## src/rtl/multi_alarm_clock.sv

```systemverilog
// multi_alarm_clock: 24-hour BCD real-time clock with NUM_ALARMS alarm slots,
// snooze, ring timeout and a 12/24-hour display. A prescaler produces a
// one-cycle second tick, so everything runs in the single clk domain.
module multi_alarm_clock #(
    parameter int CLK_DIV    = 10,
    parameter int NUM_ALARMS = 4,
    parameter int AW         = 2,
    parameter int SNOOZE_MIN = 5,
    parameter int RING_SEC   = 60
) (
    input  logic                  clk,
    input  logic                  reset_n,
    input  logic [1:0]            H_in1,
    input  logic [3:0]            H_in0,
    input  logic [2:0]            M_in1,
    input  logic [3:0]            M_in0,
    input  logic                  LD_time,
    input  logic                  LD_alarm,
    input  logic [AW-1:0]         AL_sel,
    input  logic [NUM_ALARMS-1:0] AL_en,
    input  logic                  STOP_al,
    input  logic                  SNOOZE,
    input  logic                  MODE_12h,
    output logic                  Alarm,
    output logic [AW-1:0]         Alarm_id,
    output logic                  Ld_err,
    output logic                  Tick_1s,
    output logic                  PM,
    output logic [1:0]            H_out1,
    output logic [3:0]            H_out0,
    output logic [2:0]            M_out1,
    output logic [3:0]            M_out0,
    output logic [2:0]            S_out1,
    output logic [3:0]            S_out0
);

    localparam int PW = $clog2(CLK_DIV);
    localparam int RW = $clog2(RING_SEC + 1);
    localparam int SW = $clog2(SNOOZE_MIN * 60 + 1);

    localparam logic [1:0] ST_IDLE    = 2'd0;
    localparam logic [1:0] ST_RING    = 2'd1;
    localparam logic [1:0] ST_SNOOZED = 2'd2;

    // Hours and minutes as BCD digits; shared by the time and the alarm slots.
    typedef struct packed {
        logic [1:0] h1;
        logic [3:0] h0;
        logic [2:0] m1;
        logic [3:0] m0;
    } hhmm_t;

    logic [PW-1:0] pre_cnt;
    hhmm_t         hm;
    logic [2:0]    s1;
    logic [3:0]    s0;
    hhmm_t         nxt_hm;
    logic [2:0]    nxt_s1;
    logic [3:0]    nxt_s0;
    hhmm_t         in_hhmm;
    hhmm_t         slot [NUM_ALARMS];
    logic [1:0]    state;
    logic [AW-1:0] alarm_id;
    logic [RW-1:0] ring_cnt;
    logic [SW-1:0] snooze_cnt;
    logic          ld_err_q;
    logic          tick;
    logic          in_valid;
    logic          sel_ok;
    logic          time_load;
    logic          alarm_load;
    logic          minute_roll;
    logic          match_hit;
    logic [AW-1:0] match_idx;
    logic          ring_cancel;

    assign in_hhmm  = {H_in1, H_in0, M_in1, M_in0};
    assign tick     = (pre_cnt == PW'(CLK_DIV - 1));
    assign in_valid = ((H_in1 < 2'd2 && H_in0 <= 4'd9) || (H_in1 == 2'd2 && H_in0 <= 4'd3))
                      && (M_in1 <= 3'd5) && (M_in0 <= 4'd9);
    assign sel_ok     = ({1'b0, AL_sel} < (AW + 1)'(NUM_ALARMS));
    assign time_load  = LD_time & in_valid;
    assign alarm_load = LD_alarm & in_valid & sel_ok;
    // A tick out of xx:xx:59 lands on hh:mm:00, the only moment alarms are compared.
    assign minute_roll = tick & (s1 == 3'd5) & (s0 == 4'd9) & ~time_load;
    assign ring_cancel = STOP_al | ~AL_en[alarm_id];

    // Successor of the current time, one second later, as BCD with carries.
    always_comb begin
        // NOTE: every always_comb output gets a default first so no path leaves it unassigned (no latch).
        nxt_hm = hm;
        nxt_s1 = s1;
        nxt_s0 = s0;
        if (s0 != 4'd9) begin
            nxt_s0 = s0 + 4'd1;
        end else begin
            nxt_s0 = 4'd0;
            if (s1 != 3'd5) begin
                nxt_s1 = s1 + 3'd1;
            end else begin
                nxt_s1 = 3'd0;
                if (hm.m0 != 4'd9) begin
                    nxt_hm.m0 = hm.m0 + 4'd1;
                end else begin
                    nxt_hm.m0 = 4'd0;
                    if (hm.m1 != 3'd5) begin
                        nxt_hm.m1 = hm.m1 + 3'd1;
                    end else begin
                        nxt_hm.m1 = 3'd0;
                        if (hm.h1 == 2'd2 && hm.h0 == 4'd3) begin
                            nxt_hm.h1 = 2'd0;
                            nxt_hm.h0 = 4'd0;
                        end else if (hm.h0 == 4'd9) begin
                            nxt_hm.h1 = hm.h1 + 2'd1;
                            nxt_hm.h0 = 4'd0;
                        end else begin
                            nxt_hm.h0 = hm.h0 + 4'd1;
                        end
                    end
                end
            end
        end
    end

    // Prescaler and time registers; a valid time load overrides a coincident tick.
    always_ff @(posedge clk or negedge reset_n) begin
        // NOTE: state registers use non-blocking assignments so every flop samples pre-edge values.
        if (!reset_n) begin
            pre_cnt <= '0;
            hm      <= '0;
            s1      <= '0;
            s0      <= '0;
        end else if (time_load) begin
            pre_cnt <= '0;
            hm      <= in_hhmm;
            s1      <= '0;
            s0      <= '0;
        end else begin
            pre_cnt <= tick ? '0 : pre_cnt + PW'(1);
            if (tick) begin
                hm <= nxt_hm;
                s1 <= nxt_s1;
                s0 <= nxt_s0;
            end
        end
    end

    // Alarm slot storage, written by LD_alarm.
    always_ff @(posedge clk or negedge reset_n) begin
        // NOTE: this small register file is reset because slots must read 00:00 after reset; large RAMs normally are not.
        if (!reset_n) begin
            for (int i = 0; i < NUM_ALARMS; i++) slot[i] <= '0;
        end else if (alarm_load) begin
            slot[AL_sel] <= in_hhmm;
        end
    end

    // Lowest enabled slot matching the time the current tick is about to show.
    always_comb begin
        match_hit = 1'b0;
        match_idx = '0;
        for (int i = NUM_ALARMS - 1; i >= 0; i--) begin
            if (minute_roll && AL_en[i] && slot[i] == nxt_hm) begin
                match_hit = 1'b1;
                match_idx = AW'(i);
            end
        end
    end

    // Alarm state machine: stop and disable beat snooze, snooze beats the timeout.
    always_ff @(posedge clk or negedge reset_n) begin
        if (!reset_n) begin
            state      <= ST_IDLE;
            alarm_id   <= '0;
            ring_cnt   <= '0;
            snooze_cnt <= '0;
        end else begin
            case (state)
                ST_IDLE: begin
                    if (match_hit) begin
                        state    <= ST_RING;
                        alarm_id <= match_idx;
                        ring_cnt <= RW'(RING_SEC);
                    end
                end
                ST_RING: begin
                    if (ring_cancel) begin
                        state <= ST_IDLE;
                    end else if (SNOOZE) begin
                        state      <= ST_SNOOZED;
                        snooze_cnt <= SW'(SNOOZE_MIN * 60);
                    end else if (tick) begin
                        if (ring_cnt <= RW'(1)) state <= ST_IDLE;
                        else                    ring_cnt <= ring_cnt - RW'(1);
                    end
                end
                ST_SNOOZED: begin
                    if (ring_cancel) begin
                        state <= ST_IDLE;
                    end else if (tick) begin
                        if (snooze_cnt <= SW'(1)) begin
                            state    <= ST_RING;
                            ring_cnt <= RW'(RING_SEC);
                        end else begin
                            snooze_cnt <= snooze_cnt - SW'(1);
                        end
                    end
                end
                default: state <= ST_IDLE;
            endcase
        end
    end

    // Registered rejection pulse for malformed time or alarm loads.
    always_ff @(posedge clk or negedge reset_n) begin
        if (!reset_n) ld_err_q <= 1'b0;
        else          ld_err_q <= (LD_time & ~in_valid) | (LD_alarm & ~(in_valid & sel_ok));
    end

    // 12-hour display mapping of the hour digits; minutes and seconds pass through.
    always_comb begin
        H_out1 = hm.h1;
        H_out0 = hm.h0;
        if (MODE_12h) begin
            if (hm.h1 == 2'd0 && hm.h0 == 4'd0) begin
                H_out1 = 2'd1;
                H_out0 = 4'd2;
            end else if (hm.h1 == 2'd1 && hm.h0 >= 4'd3) begin
                H_out1 = 2'd0;
                H_out0 = hm.h0 - 4'd2;
            end else if (hm.h1 == 2'd2 && hm.h0 <= 4'd1) begin
                H_out1 = 2'd0;
                H_out0 = hm.h0 + 4'd8;
            end else if (hm.h1 == 2'd2) begin
                H_out1 = 2'd1;
                H_out0 = hm.h0 - 4'd2;
            end
        end
    end

    assign M_out1   = hm.m1;
    assign M_out0   = hm.m0;
    assign S_out1   = s1;
    assign S_out0   = s0;
    assign PM       = (hm.h1 == 2'd2) || (hm.h1 == 2'd1 && hm.h0 >= 4'd2);
    assign Alarm    = (state == ST_RING);
    assign Alarm_id = alarm_id;
    assign Ld_err   = ld_err_q;
    assign Tick_1s  = tick;

endmodule

```

## config.mk

```make
export PLATFORM = sky130hd
export DESIGN_NAME = multi_alarm_clock
export DESIGN_NICKNAME = d
export VERILOG_FILES = /design/src/rtl/multi_alarm_clock.sv
export SDC_FILE = /design/constraint.sdc
export NUM_CORES = 1
export LEC_CHECK = 0
export ABC_AREA = 1
export BUFFER_PORTS_ARGS = -buffer_cell sky130_fd_sc_hd__buf_2
export CAP_MARGIN = 25
export CORE_ASPECT_RATIO = 1.4
export CORE_MARGIN = 4
export CORE_UTILIZATION = 61
export CTS_CLUSTER_DIAMETER = 150
export DETAILED_ROUTE_END_ITERATION = 6
export PLACE_DENSITY = 0.9
export SLEW_MARGIN = 15
export SYNTH_ARGS = -nofsm -noshare
export SYNTH_HDL_FRONTEND = slang
export SYNTH_SLANG_ARGS = --single-unit
```

## constraint.sdc

```tcl
create_clock -name clk -period 3.1 [get_ports clk]
set_clock_uncertainty 0.05 [all_clocks]
set_input_delay 0.62 -clock clk [delete_from_list [all_inputs] [get_ports clk]]
set_output_delay 0.62 -clock clk [all_outputs]
set_load 0.01 [all_outputs]
```

==> flow_metrics.py, run 1 <==
metrics = {
    "outcome": {
        "status": "completed",
    },
    "timing": {
        "fin_setup_tns_ps": 0,
        "slew_violations": 0,
        "timing.fmax_mhz": 356.9,
        "slew_headroom": 0.6388,
        "min_period_ps": 2802,
        "tightest_slew_ps": 539.8,
        "finalHoldViolations": 0,
        "setup_violations": 0,
        "finalCritPeriodShare": 0.9038,
        "rsz0062_at_grt": "no",
    },
    "critical_path": {
        "worstSetupStartpointType": "register",
        "crit_type": "register to register",
        "crit_family": "simple AND/OR/NAND/NOR gates",
        "cpMaxStageDelayCell": "dfrtp_1",
        "path_max_fanout": 9,
        "critPathRequiredTime_ps": 3290,
        "crit_chain": "inv_1, ha_1, nand2_1, nor2_2, nand2_4, nor2_2, nand2_1, nand2_2, nand2_1, nand2_1, nor2_1, nand2_1, inv_1, nand3_2, nand2_1, nor2_2, nand2_4, nand3_1, nand2_1",
        "crit_arrival_ps": 2990,
        "slowest_delay_ps": 410,
        "crit_buf_inv": 2,
        "critPathCaptureType": "register",
        "cpMostUsedCell": "nand2_1",
    },
    "synth": {
        "synth_area_leaders": "dfrtp_1 37%, nand2_1 18%, inv_1 7.0%",
        "synth.cell_area_sq_mm": 0.006574,
        "ys_seq_area_frac": 0.3654,
        "synth_edf_count": 0,
        "yosys-top-cells-count": "322 x nand2_1, 122 x inv_1, 96 x dfrtp_1, 93 x nor2_1, 79 x nand3_1",
        "synth_cell_type_count": 45,
        "synth_async_sr_flop_share": 1.000,
        "synth_most_common_cell": "nand2_1",
        "synth_top_area_share": 0.3654,
        "ys.flop_type": "dfrtp_1",
        "synth_largest_area_cell": "dfrtp_1",
        "synth_area_per_cell_sq_um": 6.805,
        "netlist_instances": 966,
        "yosys_warnings": 0,
        "ys_seq_elements": 96,
        "syn-num-nets": 1008,
    },
    "power_and_ir_drop": {
        "leakage_nw": 3.904,
        "worst_ir_drop_vdd_v": 0.0005526,
        "powerDensity_mw_per_mm2": 825.3,
    },
    "job": {
        "maxCapViolCount": 0,
    },
    "detailed_routing": {
        "vias": 6693,
        "via_per_inst": 5.770,
        "wl_per_cell_um": 16.38,
        "dr.pass1.iters": 7,
        "drc_errors": 0,
        "wirelength_mm": 19.00,
        "drtIter0Drc": 593,
        "postRouteAntennaNets": 0,
    },
    "final_layout": {
        "drive_above_1_share": 0.1311,
        "fin_area_sq_mm": 0.007279,
        "antenna_cells": 0,
        "layout-area-overhead-vs-synth_pct": 10.73,
        "nets": 1060,
    },
    "global_route": {
        "grt_pass1_vias": 6528,
        "grt_pass1_wl_mm": 31.45,
        "grt_util_all_layers": 0.3273,
        "antenna_found_initial": 0,
        "grt_max_degree": 62,
        "grt-ovfl-total": 0,
    },
    "place": {
        "postPlaceCellArea_sq_mm": 0.006978,
        "place_congestion": 1.048,
        "detailed_place_hpwl_mm": 14.53,
        "io_buffers": 51,
    },
    "clock_tree": {
        "cts_root_buffer": "clkbuf_16",
        "cts_buffers": 9,
        "ctsHoldBuffers": 0,
        "worstSkewPairLatency_ps": 360,
        "cts_tree": "built",
        "ctsResizeCount": 0,
        "htreeDepth": 3,
        "post_cts_buffers": 0,
        "clockBufferDepth": 2,
        "cts.sinks": 96,
        "clk_pin_slew_ps": 70,
    },
    "die": {
        "core.rowCount": 44,
        "die_w_um": 95.74,
        "core_sq_mm": 0.01046,
        "die_area_sq_mm": 0.01253,
        "io_pins": 52,
        "fp.dieH_um": 130.8,
        "initial_utilization": 0.6285,
    },
    "hold_path": {
        "hold_path.class": "input pin to asynchronous set/reset pin",
    },
}
power by group:
part           total [mW]  switching (mW)  internal (mW)
logic                2.93            1.92           1.00
clock network        1.12           0.498          0.626
registers            1.96           0.375           1.58
sequential cells by signal (all words and copies together), names as in the netlist:
| signal | count |
|---|---|
| Alarm_id | 2 |
| slot | 52 |
| pre_cnt | 4 |
| snooze_cnt | 9 |
| M_out1 | 3 |
| state | 2 |
| hm | 6 |
| S_out0 | 4 |
| M_out0 | 4 |
| S_out1 | 3 |
| Ld_err | 1 |
| ring_cnt | 6 |
metal layers:
metal | global-route usage | routed length [um]
met5 | 0 | 0
met4 | 0.2018 | 1244
met3 | 0.05842 | 1382
met2 | 0.5553 | 9350
met1 | 0.3796 | 7018
logic make-up after synthesis:
group,share of synthesized area
compound gates,0.1075
xor+xnor,0.007994
fa+ha+maj,0.03045
buf+inv,0.09212
flops,0.3654
simple gates,0.3965
final timing paths:
check                                end          start  slack (ps)  depth (start not counted)
setup / recovery                state[0]      S_out0[1]         300                         19
hold / removal                pre_cnt[2]        reset_n         150                          1
setup reg to reg                state[0]      S_out0[1]         300                         19
hold reg to reg            snooze_cnt[8]  snooze_cnt[8]         450                          2
max in group asynchronous       slot[21]        reset_n        2150                          2
min in group clk                  Ld_err       LD_alarm         430                          2
per-stage QoR:
stage	hold slack [ps]	setup slack, ps	total power [mW]	std cells	util
floorplan	274.4	876.6	3.996	966	-
global placement	415.8	431.6	4.762	1145	0.6671
detailed placement	431.5	331.2	4.812	1145	0.6671
CTS	175.2	293.7	5.955	1160	0.6952
global route	189.3	127.6	6.494	1160	0.6959
finish	153.1	298.1	6.007	1160	0.6959
cells in the final DEF (no fill, tap or decap), drive strengths merged, types with 5 or more instances in the layout:
cell type	instances
a21oi	11
buf	62
clkbuf	9
dfrtp	96
ha	16
inv	131
nand2	342
nand3	91
nand3b	19
nand4	12
nor2	102
o21ai	73
o221ai	13
or2	5
layout make-up:
cell class,instances,area (sq um)
Multi-Input combinational cell,720,3573
Sequential cell,96,2402
Inverter,129,484.2
Tap cell,138,172.7
Fill cell,916,3181
Clock inverter,6,68.82
Clock buffer,9,225.2
Timing Repair Buffer,62,352.8
No activity file was read; power rests on OpenSTA's default activity.
==> run 2, diff against run 1 <==
Settings changed: CORE_MARGIN 4 to 1.5.
==> run 2 against run 1 <==
Clock-buffer cell count up 2. Setup slack better by 42 ps. Sequential power about the same. Clock power about the same. Critical path depth down 2. First-iteration DRC count down 4.4%. Critical endpoint is now Alarm_id[0]. Largest cell class unchanged. Highest routed layer unchanged.
==> flow_metrics.py, run 2 (synthesized netlist as in run 1, its figures left out) <==
metrics = {
    "outcome": {
        "status": "completed",
    },
    "global_route": {
        "grt-ovfl-total": 0,
        "grt_pass1_wl_mm": 30.72,
        "grt_max_degree": 29,
        "grt_pass1_vias": 6411,
        "antenna_found_initial": 0,
        "grt_util_all_layers": 0.3443,
    },
    "critical_path": {
        "cpMaxStageDelayCell": "dfrtp_1",
        "critPathRequiredTime_ps": 3300,
        "crit_buf_inv": 1,
        "crit_chain": "inv_1, ha_1, nand2_1, nor2_2, nand3_4, o21ai_4, nand2_2, nand2_1, nand2_1, nor2_1, nand2_1, nor2_1, nand2_1, nand2_1, o21ai_0, nand2_1, nand2_1",
        "crit_type": "register to register",
        "path_max_fanout": 13,
        "critPathCaptureType": "register",
        "cpMostUsedCell": "nand2_1",
        "worstSetupStartpointType": "register",
        "crit_family": "simple AND/OR/NAND/NOR gates",
        "crit_arrival_ps": 2960,
        "slowest_delay_ps": 440,
    },
    "place": {
        "io_buffers": 51,
        "post-place-ws_ps": 309.7,
        "detailed_place_hpwl_mm": 14.52,
        "place_congestion": 1.005,
    },
    "timing": {
        "slew_headroom": 0.6647,
        "rsz0062_at_grt": "no",
        "timing.fmax_mhz": 362.4,
        "setup_ws_ps": 340.3,
        "slew_violations": 0,
        "finalHoldViolations": 0,
        "tightest_slew_ps": 498.5,
        "whs_ps": 119.3,
        "min_period_ps": 2760,
        "fin_setup_tns_ps": 0,
        "finalCritPeriodShare": 0.8902,
        "setup_violations": 0,
    },
    "final_layout": {
        "antenna_cells": 0,
        "reg_top3": "slot: 52 flops, snooze_cnt: 9 flops",
        "nets": 1063,
        "final_cell_mix": "322 x nand2_1, 122 x inv_1, 96 x dfrtp_1, 93 x nor2_1, 79 x nand3_1",
        "layout-area-overhead-vs-synth_pct": 10.85,
        "largest_reg_flops": 52,
        "final_common_cell": "nand2_1",
        "drive_above_1_share": 0.1345,
        "largest-register": "slot",
    },
    "detailed_routing": {
        "drtIter0Drc": 567,
        "wirelength_mm": 19.05,
        "dr.pass1.iters": 5,
        "vias": 6604,
        "wl_per_cell_um": 16.37,
        "drc_errors": 0,
        "postRouteAntennaNets": 0,
        "via_per_inst": 5.674,
    },
    "clock_tree": {
        "cts_tree": "built",
        "ctsHoldBuffers": 0,
        "clockBufferDepth": 2,
        "htreeDepth": 3,
        "post_cts_buffers": 0,
        "ctsResizeCount": 0,
        "cts_buffers": 9,
        "clk_pin_slew_ps": 70,
        "cts_root_buffer": "clkbuf_16",
        "cts.sinks": 96,
        "worstSkewPairLatency_ps": 350,
    },
    "hold_path": {
        "hold_path.class": "input pin to asynchronous set/reset pin",
    },
    "die": {
        "fp.dieH_um": 125.8,
        "die_area_sq_mm": 0.01142,
        "core_sq_mm": 0.01041,
        "io_pins": 52,
        "initial_utilization": 0.6318,
        "core.rowCount": 44,
        "die_w_um": 90.74,
    },
    "power_and_ir_drop": {
        "powerDensity_mw_per_mm2": 821.9,
        "leakage_nw": 3.913,
        "p_total_mw": 5.989,
        "worst_ir_drop_vdd_v": 0.0004881,
    },
    "job": {
        "maxCapViolCount": 0,
    },
}
run 2: cell types whose count changed in the layout (fill, tap and decap cells not counted), sizes merged:
cell    previous run  this run
buf               62        65
clkinv             2         3
bufinv             1         0
clkbuf             9        11
inv              131       130
run 2: final cells by class:
cell class | count | area [sq um]
clock inverters | 5 | 38.79
clock buffers | 11 | 252.7
flip-flops and latches | 96 | 2402
multi-input cells | 720 | 3573
fillers | 879 | 3118
inverters | 129 | 484.2
well taps | 138 | 172.7
repair buffers | 65 | 362.8
run 2: worst reg2reg max path, cell delays in order, from the launching register on:
cell	delay (ps)
dfrtp_1	440
inv_1	110
ha_1	210
nand2_1	90
nor2_2	220
nand3_4	230
o21ai_4	260
nand2_2	140
nand2_1	140
nand2_1	70
nor2_1	140
nand2_1	70
nor2_1	110
nand2_1	60
nand2_1	80
o21ai_0	90
nand2_1	80
nand2_1	50
run 2: path summary, 6_finish.rpt:
path	from	endpoint	slack, ps	cells past startpoint
max	M_out0[1]	Alarm_id[0]	340	17
min	reset_n	slot[5]	120	1
max reg2reg	M_out0[1]	Alarm_id[0]	340	17
min reg2reg	snooze_cnt[8]	snooze_cnt[8]	440	2
max in group asynchronous	reset_n	slot[35]	2180	2
min in group clk	snooze_cnt[8]	snooze_cnt[8]	440	2
run 2: report_power, final:
part / internal, mW / switching [mW]
registers: 1.58 / 0.383
clock network: 0.592 / 0.498
logic: 1.00 / 1.93
run 2: routing by layer:
metal | track usage | vias up | share of wire
li1 | - | 3196 | -
met1 | 0.3969 | 2968 | 0.38
met2 | 0.5705 | 333 | 0.47
met3 | 0.05435 | 107 | 0.070
met4 | 0.2633 | 0 | 0.079
met5 | 0 | - | 0
run 2: through the flow:
stage / util / instances / area, sq um
global route: 0.7003 / 1164 / 7287
detailed placement: 0.6716 / 1148 / 6988
global placement: 0.6716 / 1148 / 6988
floorplan: - / 966 / 6574
CTS: 0.6996 / 1164 / 7279
finish: 0.7003 / 1164 / 7287
==> run 3, diff against run 2 <==
Settings changed: CORE_UTILIZATION 61 to 55, PLACE_DENSITY 0.9 to 0.86.
Clock period 3.1 ns to 2.4 ns, I/O delays scaled along.
==> run 3 against run 2 <==
The run now ends with DRC, setup timing left. Core utilization grew 1.5 points. Critical path type unchanged. Routed wire length is 25% higher. Clock power grew 28%. Register-to-register slack got worse by 600 ps. Power is 57% higher. Clock-buffer cell count down 1. Flip-flop and latch count did not move. Critical path depth decreased by 1. Hold slack better by 200 ps. Critical endpoint is now ring_cnt[0]. Global-route usage grew 1.4 points. Sequential share of layout area down 4.4 points. Cell area grew 15%.
==> flow_metrics.py, run 3 (synthesized netlist as in run 1, its figures left out) <==
metrics = {
    "die": {
        "fp.dieH_um": 132.4,
        "die_w_um": 95.40,
        "die_area_sq_mm": 0.01263,
        "io_pins": 52,
        "core_sq_mm": 0.01176,
        "initial_utilization": 0.5589,
        "core.rowCount": 47,
    },
    "power_and_ir_drop": {
        "worst_ir_drop_vdd_v": 0.0004902,
        "seq_power_share": 0.274,
        "power_frac_clock": 0.149,
        "combPwrFrac": 0.577,
        "swShare": 0.4819,
        "leakage_nw": 4.366,
        "power.switching_mw": 4.524,
        "powerDensity_mw_per_mm2": 1117,
        "intPower_mw": 4.864,
    },
    "detailed_routing": {
        "drc_errors": 1,
        "via_per_inst": 6.046,
        "drtIter0Drc": 913,
        "vias": 7576,
        "wl_per_cell_um": 18.97,
        "postRouteAntennaNets": 0,
        "dr.pass1.iters": 7,
        "wirelength_mm": 23.77,
    },
    "timing": {
        "rsz0062_at_grt": "yes",
        "setup_violations": 13,
        "finalCritPeriodShare": 1.108,
        "finalHoldViolations": 0,
        "slew_violations": 0,
        "timing.fmax_mhz": 375.9,
        "fin_setup_tns_ps": -2459,
        "tightest_slew_ps": 484.9,
        "setup_ws_ps": -260.1,
        "min_period_ps": 2660,
        "slew_headroom": 0.6733,
    },
    "place": {
        "place_congestion": 1.036,
        "io_buffers": 51,
        "dp_cells": 1211,
        "post-place-ws_ps": -244.1,
        "detailed_place_hpwl_mm": 15.67,
    },
    "critical_path": {
        "worstReg2RegEnd": "ring_cnt[0]",
        "cpMaxStageDelayCell": "dfrtp_1",
        "crit_arrival_ps": 2860,
        "critPathRequiredTime_ps": 2600,
        "critPathCaptureType": "register",
        "r2r_cells": 16,
        "worstSetupStartpointType": "register",
        "r2r_slack_ps": -260,
        "cpMostUsedCell": "nand2_1",
        "crit_buf_inv": 3,
        "crit_type": "register to register",
        "path_max_fanout": 7,
        "reg2reg_from": "M_out1[0]",
        "slowest_delay_ps": 530,
        "crit_chain": "nand3_2, inv_1, nand2_1, o21ai_4, buf_4, nand3b_1, nand2_1, nor2_1, nand2_1, inv_1, nand3_2, nand2_2, nor2_4, nand2_4, nand3_1, nand2_1",
        "crit_family": "simple AND/OR/NAND/NOR gates",
    },
    "global_route": {
        "grtUsageMet3": 0.07439,
        "grt_util_all_layers": 0.3585,
        "grt_pass1_wl_mm": 34.56,
        "use_met1": 0.4102,
        "grt_max_degree": 54,
        "grt_pass1_vias": 7236,
        "use_met2": 0.5867,
        "antenna_found_initial": 0,
        "grt-ovfl-total": 0,
        "grt-busiest-layer": "met2",
    },
    "final_layout": {
        "reg_top3": "slot: 52 flops, snooze_cnt: 9 flops",
        "largest_reg_flops": 52,
        "final_cell_mix": "293 x nand2_1, 115 x inv_1, 94 x dfrtp_1, 87 x buf_4, 69 x nor2_1",
        "layout-area-overhead-vs-synth_pct": 27.90,
        "antenna_cells": 0,
        "finalNonFillerCells": 1253,
        "largest-register": "slot",
        "nets": 1143,
        "fill_cells": 912,
        "drive_above_1_share": 0.2740,
        "final_core_utilization": 0.7149,
        "final_common_cell": "nand2_1",
    },
    "clock_tree": {
        "clockBufferDepth": 2,
        "cts_tree": "built",
        "worstSkewPairLatency_ps": 360,
        "cts_root_buffer": "clkbuf_16",
        "cts_buffers": 9,
        "htreeDepth": 3,
        "cts.sinks": 96,
        "clk_pin_slew_ps": 80,
    },
    "hold_path": {
        "hold_start": "LD_alarm",
        "hold_depth": 2,
        "hold_path.class": "input pin to register",
        "min_to": "Ld_err",
    },
    "job": {
        "maxCapViolCount": 0,
    },
    "outcome": {
        "status": "finished with violations",
        "violations": "DRC, setup timing",
    },
}
run 3: cell count changes in the layout (fill, tap and decap cells not counted), moves of 11 or more:
cell     delta
nand2_2    +15
nand2_4    +13
nand3_1    -14
nor2_2     +11
nor2_1     -24
nand2_1    -29
nor2_4     +13
buf_4      +72
run 3: worst max-delay path by stage:
stage / startpoint / end / slack [ps] / depth (start not counted)
floorplan: S_out0[1] / state[0] / 180 / 18
global placement: S_out0[1] / ring_cnt[4] / -230 / 15
detailed placement: S_out0[1] / ring_cnt[1] / -240 / 15
CTS: S_out0[1] / ring_cnt[0] / -70 / 19
global route: hm[10] / ring_cnt[0] / -550 / 16
finish: M_out1[0] / ring_cnt[0] / -260 / 16
run 3: layout make-up:
cell class | instances | area (sq um) | area share
clock inverter | 6 | 50.05 | 0.005952
clock buffer | 10 | 229.0 | 0.02723
tap | 147 | 183.9 | 0.02187
sequential | 96 | 2405 | 0.2860
timing repair buffer | 144 | 989.7 | 0.1177
inverter | 129 | 486.7 | 0.05789
multi-input combinational | 721 | 4064 | 0.4833
run 3: per-layer routing:
layer / vias to the layer above / share of wire
met2: 573 / 0.47
li1: 3365 / -
met1: 3444 / 0.33
met5: - / 0
met4: 0 / 0.083
met3: 194 / 0.11
run 3: power by group through the flow:
stage	Combinational, mW	Clock (mW)	Sequential [mW]
2_1_floorplan	2.76	0	2.40
3_3_place_gp	4.13	0	2.49
3_5_place_dp	4.21	0	2.49
4_1_cts	4.54	1.39	2.48
5_1_grt	5.91	1.46	2.62
6_report	5.42	1.40	2.57
run 3: metrics by stage:
step           total power [mW]  hold slack (ps)  cell area, sq um
4_1_cts                   8.409            313.8              8000
2_1_floorplan             5.161            134.4              6574
3_5_place_dp              6.707            311.8              7417
5_1_grt                   9.994            326.7              8408
3_3_place_gp              6.621            310.8              7417
6_report                  9.389            317.9              8408
run 3: timing repair:
action / in CTS / in global routing
endpoints found under the hold margin: 14 / 0
endpoints found under the setup margin: 14 / 16
hold buffers: 1 / 0
gates cloned: 1 / 0
setup buffers: 13 / 11
gates resized for setup: 46 / 91
pin swaps: 32 / 58
